[config.mk]
export PLATFORM = sky130hd
export DESIGN_NAME = router_egress_arbiter
export DESIGN_NICKNAME = d
export VERILOG_FILES = /design/src/rtl/router_pkg.sv /design/src/rtl/router_rr_picker.sv /design/src/rtl/router_egress_arbiter.sv
export SDC_FILE = /design/constraint.sdc
export NUM_CORES = 1
export LEC_CHECK = 0
export ABC_AREA = 0
export CORE_MARGIN = 4
export CORE_UTILIZATION = 30
export DETAILED_ROUTE_END_ITERATION = 6
export HOLD_SLACK_MARGIN = 0.08
export SETUP_SLACK_MARGIN = 0.5
export SKIP_LAST_GASP = 1
export SYNTH_ARGS = -nofsm -noshare
export SYNTH_HDL_FRONTEND = slang
export SYNTH_SLANG_ARGS = --single-unit
[constraint.sdc]
create_clock -name clk -period 10 [get_ports clk]
set_input_delay 1 -clock clk [delete_from_list [all_inputs] [get_ports clk]]
set_output_delay 1 -clock clk [all_outputs]
set_load 0.1 [all_outputs]
[src/rtl/router_pkg.sv]
// Shared types and constants for the 1x3 router egress path.
//   arb_state_t  : egress arbiter FSM states
//   HDR_LEN_*    : bit positions of the length field inside a header byte
//   NPORTS       : number of router output FIFOs
package router_pkg;

   typedef enum logic [1:0] {
      IDLE  = 2'd0,
      HDR   = 2'd1,
      BODY  = 2'd2,
      DRAIN = 2'd3
   } arb_state_t;

   localparam int unsigned HDR_LEN_MSB = 7;
   localparam int unsigned HDR_LEN_LSB = 2;
   localparam int unsigned NPORTS      = 3;

endpackage

[src/rtl/router_rr_picker.sv]
// Combinational 3-way rotating-priority selector.
//   req[2:0]     : per-port request
//   last[1:0]    : most recently served port; search starts at last+1
//   gnt_idx[1:0] : selected port (0 when nothing requests)
//   gnt_any      : at least one request present
module router_rr_picker
   import router_pkg::*;
(
   input  logic [2:0] req,
   input  logic [1:0] last,
   output logic [1:0] gnt_idx,
   output logic       gnt_any
);

   logic [1:0] cand;

   always_comb begin
      gnt_idx = '0;
      gnt_any = 1'b0;
      cand    = '0;
      // visit last+1, last+2, last; first hit wins
      for (int unsigned k = 1; k <= NPORTS; k++) begin
         cand = 2'((32'(last) + k) % NPORTS);
         if (!gnt_any && req[cand]) begin
            gnt_any = 1'b1;
            gnt_idx = cand;
         end
      end
   end

endmodule

[src/rtl/router_egress_arbiter.sv]
// Round-robin egress scheduler: drains whole packets from the three router
// output FIFOs and merges them onto one 8-bit valid/ready link with framing.
//   clk, rst                 : clock, asynchronous active-high reset
//   vld_out_n / dout_n       : FIFO n non-empty / read data (1-cycle latency)
//   read_enb_n               : FIFO n read strobe (one-hot or zero)
//   out_data/out_valid/out_ready : egress byte handshake
//   out_sop / out_eop        : header byte / parity byte markers
//   out_port                 : currently granted FIFO
//   busy                     : FSM not in IDLE
module router_egress_arbiter
   import router_pkg::*;
#(
   parameter int unsigned LEN_W = 6
) (
   input  logic       clk,
   input  logic       rst,
   input  logic       vld_out_0,
   input  logic       vld_out_1,
   input  logic       vld_out_2,
   input  logic [7:0] dout_0,
   input  logic [7:0] dout_1,
   input  logic [7:0] dout_2,
   output logic       read_enb_0,
   output logic       read_enb_1,
   output logic       read_enb_2,
   output logic [7:0] out_data,
   output logic       out_valid,
   input  logic       out_ready,
   output logic       out_sop,
   output logic       out_eop,
   output logic [1:0] out_port,
   output logic       busy
);

   localparam int unsigned CW = LEN_W + 1;

   arb_state_t    state_q, state_d;
   logic [1:0]    grant_q, grant_d;
   logic [1:0]    last_q, last_d;
   logic [CW-1:0] cnt_q, cnt_d;
   logic          out_valid_q, out_valid_d;
   logic          sop_q, sop_d;

   logic [2:0]       req;
   logic [1:0]       pick_idx;
   logic             pick_any;
   logic [7:0]       dout_g;
   logic             vld_g;
   logic [LEN_W-1:0] hdr_len;
   logic [CW-1:0]    remaining;
   logic             accept;
   logic             slot_free;
   logic             rd_fire;

   assign req = {vld_out_2, vld_out_1, vld_out_0};

   router_rr_picker u_picker (
      .req     (req),
      .last    (last_q),
      .gnt_idx (pick_idx),
      .gnt_any (pick_any)
   );

   always_comb begin
      dout_g = dout_0;
      vld_g  = vld_out_0;
      case (grant_q)
         2'd1: begin
            dout_g = dout_1;
            vld_g  = vld_out_1;
         end
         2'd2: begin
            dout_g = dout_2;
            vld_g  = vld_out_2;
         end
         default: begin
            dout_g = dout_0;
            vld_g  = vld_out_0;
         end
      endcase
   end

   assign hdr_len   = LEN_W'(dout_g[HDR_LEN_MSB:HDR_LEN_LSB]);
   assign accept    = out_valid_q & out_ready;
   assign slot_free = ~out_valid_q | out_ready;

   always_comb begin
      state_d     = state_q;
      grant_d     = grant_q;
      last_d      = last_q;
      cnt_d       = cnt_q;
      sop_d       = sop_q;
      rd_fire     = 1'b0;
      remaining   = cnt_q;

      case (state_q)
         IDLE: begin
            if (pick_any) begin
               grant_d = pick_idx;
               state_d = HDR;
            end
         end
         HDR: begin
            if (vld_g && slot_free) begin
               rd_fire = 1'b1;
               sop_d   = 1'b1;
               state_d = BODY;
            end
         end
         BODY: begin
            // while the header is on the link, the byte count comes
            // straight from it: len payload bytes plus the parity byte
            if (sop_q) begin
               remaining = {1'b0, hdr_len} + CW'(1);
            end
            if (accept) begin
               sop_d = 1'b0;
            end
            if (vld_g && slot_free && (remaining != '0)) begin
               rd_fire = 1'b1;
               if (remaining == CW'(1)) begin
                  state_d = DRAIN;
               end
            end
            cnt_d = remaining - CW'(rd_fire);
         end
         DRAIN: begin
            if (accept) begin
               last_d  = grant_q;
               state_d = IDLE;
            end
         end
         default: state_d = IDLE;
      endcase

      out_valid_d = out_valid_q;
      if (rd_fire) begin
         out_valid_d = 1'b1;
      end else if (accept) begin
         out_valid_d = 1'b0;
      end
   end

   always_ff @(posedge clk or posedge rst) begin
      if (rst) begin
         state_q     <= IDLE;
         grant_q     <= 2'd0;
         last_q      <= 2'd2;
         cnt_q       <= '0;
         out_valid_q <= 1'b0;
         sop_q       <= 1'b0;
      end else begin
         state_q     <= state_d;
         grant_q     <= grant_d;
         last_q      <= last_d;
         cnt_q       <= cnt_d;
         out_valid_q <= out_valid_d;
         sop_q       <= sop_d;
      end
   end

   assign read_enb_0 = rd_fire && (grant_q == 2'd0);
   assign read_enb_1 = rd_fire && (grant_q == 2'd1);
   assign read_enb_2 = rd_fire && (grant_q == 2'd2);
   assign out_data   = dout_g;
   assign out_valid  = out_valid_q;
   assign out_sop    = sop_q;
   assign out_eop    = (state_q == DRAIN) && out_valid_q;
   assign out_port   = grant_q;
   assign busy       = (state_q != IDLE);

endmodule

==> results by group <==
CTS
  – Post_cts resized: 0
  – Worst-path clk slew: 0.07 ns
  – Max Buffers Root-to-Sink: 2
  – CTS root buffer: clkbuf_8
  – H-tree level count: 1
  – Clock latency on the worst-skew pair: 0.24 ns
  – Setup bufs post-CTS: 0
  – Hold-fix buffers at CTS: 0
  – Num Clock Sinks: 15
  – CTS tree: done
  – Num CTS Buffers: 3

Yosys
  – Leading area contributor after synthesis: dfrtp_1
  – Async set or reset register ratio after synthesis: between 90% and 100%
  – Seq/Total Area, Yosys: a little under a quarter
  – Cell Area, Synth: 1627 um^2
  – Top cells by area, synth: dfrtp_1, ha_1, a21oi_1, inv_1, nor2_1
  – Synth unique cells: 62
  – Avg Synthesized Cell Area: between 8 and 9 um^2
  – Post-synth net total: 239
  – Synthesized flop and latch total: 15
  – Synth warn: 0
  – Commonest cells in the synthesized netlist: inv_1, nor2_1, a21oi_1
  – Syn Inst Count: 196
  – Post-synth EDFFs: 0
  – Top cell type's share of synthesized area: 21.54%
  – Main flop type after synthesis: dfrtp_1

Route
  – DRC Markers: 0
  – DRT antenna net count: 0
  – Iter 0 DRT Violations: 80
  – Drt wl/cell: 13.61 um
  – First-pass iteration count of the detailed router: 4
  – Via Count: 1528
  – Final WL: 4206 um
  – Vias per cell: 4.945

Layout
  – Share of cells above drive strength 1: 9.623%
  – Area grow syn2layout: 32.46%
  – # diodes: 0
  – # nets final: 283

Global route
  – Met2 Resource Use GR: 21.01%
  – Grt total ovfl: 0
  – GR Util met1: ~17%
  – Global route hottest layer: met2
  – Largest net degree at the start of global routing: 26
  – Gr usage total: 12.68%
  – Antenna violations before repair: 0
  – Routing usage on met3: 2.412%
  – First-pass GRT wire length: between 6000 and 7000 um
  – Vias in the first global route: 1376

Die
  – Core ar.: 5172 um^2
  – Die Wd: 81.64 um
  – Initial Util: around a third
  – Die span in y: roughly 82 um
  – I/O pins: 47
  – Die ar.: 6664 um^2
  – Rows: 26

Critical path
  – Worst Path Class, Setup: in -> out
  – Top delay family on crit path: buffers and inverters
  – Worst EP arrival: about 4.9 ns
  – CP Max Fanout: 6
  – Startpoint types: primary input
  – CP bufs+invs: 3
  – CP peak stage delay: 0.96 ns
  – Master of the slowest instance on the critical path: clkdlybuf4s50_1
  – Crit-path cells: clkdlybuf4s50_1, a22oi_1, a21o_1, inv_1, ha_1, or4b_2, a21oi_1, or3_1, o311ai_1, nor3_1, nand3_1, a21o_1, and4_2, clkdlybuf4s50_1
  – Data required, critical path: 9.00 ns
  – Crit path capture type: primary output

Min path
  – Worst hold path type: reg -> reg

Timing
  – Setup TNS: 0 ns
  – Slew HR: around a third
  – Max-slew violations: 0
  – Unrepaired setup endpoints after global routing: no
  – Final worst path period need: 5.922 ns
  – Fin. Hold Viols: 0
  – # setup viols final: 0
  – Actual slew at the worst max-slew pin: 0.9889 ns
  – Fmax: 168.9 MHz
  – Setup ws final: between 4 and 5 ns
  – Clock Skew: approximately 0.0024 ns
  – Final Cycle Share: 59.22%

Place
  – GPL Wtd Cong: 0.7922
  – Setup WS pre-CTS: around 4.1 ns
  – IO Port Bufs: 46
  – Final HPWL DP: 3334 um

Flow run
  – Maxcap violations: 0

Outcome
  – Status: completed
-- layout make-up --
class,instances,area [um^2]
Clock buffer,3,41.29
Fill cell,524,3018
Inverter,20,75.07
Tap cell,70,87.58
Sequential cell,15,376.6
Timing Repair Buffer,46,460.4
Multi-Input combinational cell,154,1109
Clock inverter,1,5.005
-- placed cells by master, fill, tap and decap left out, types with 6 or more instances in the layout --
cell type	n
nor2_1	19
o21ai_0	12
dfrtp_1	14
nand2_1	16
inv_1	19
a21oi_1	17
a22oi_1	8
clkdlybuf4s50_1	46
mux2i_1	6
ha_1	13
-- sequential cells by signal (all words and copies together) (netlist names) --
register and flops:
out_port 2, last_q 2, out_valid 1, state_q 2, cnt_q 7, out_sop 1
-- routing by layer --
layer / part of all wire, % / vias up
li1: - / 794
met1: 48 / 692
met2: 44 / 40
met3: 8.2 / 2
met4: 0.36 / 0
met5: 0 / -
-- cell families after synthesis --
kind of cell | share of synthesized area (%)
adder cells (fa/ha/maj) | 10.62
flip-flops | 23.15
buffers and inverters | 8.692
AO/OA/AOI/OAI | 26.23
XOR/XNOR | 3.693
multiplexers | 4.385
AND/OR/NAND/NOR | 23.23
-- path summary, 6_finish.rpt --
| check | slack (ns) | cells past startpoint | from | endpoint |
|---|---|---|---|---|
| worst max-delay path | 4.08 | 14 | dout_2[2] | read_enb_2 |
| worst max register to register | 5.33 | 18 | out_port[1]$_DFFE_PP0P_ | cnt_q[6]$_DFFE_PP0P_ |
| max in group asynchronous | 8.49 | 2 | rst | cnt_q[3]$_DFFE_PP0P_ |
| worst min-delay path | 0.50 | 2 | last_q[1]$_DFFE_PP1P_ | last_q[1]$_DFFE_PP1P_ |
| worst min register to register | 0.50 | 2 | last_q[1]$_DFFE_PP1P_ | last_q[1]$_DFFE_PP1P_ |
| min in group asynchronous | 1.12 | 2 | rst | state_q[0]$_DFFE_PP0P_ |
-- per-stage QoR --
stage / hold slack [ns] / utilization [%] / area (um^2) / std cells
CTS: 0.5067 / 41.65 / 2155 / 309
global route: 0.5609 / 41.65 / 2155 / 309
global placement: 0.4933 / 40.76 / 2108 / 305
detailed placement: 0.4964 / 40.76 / 2108 / 305
finish: 0.4996 / 41.65 / 2155 / 309
floorplan: 0.4675 / - / 1627 / 196
-- worst min-delay path: stages (launching register included) --
cell and delay (ns):
dfstp_2 0.38, nand2_1 0.04, o21ai_0 0.07
Power is left out: the tool's default activity adds up to more than one toggle a clock period on the data nets, which glitch-free logic cannot reach.
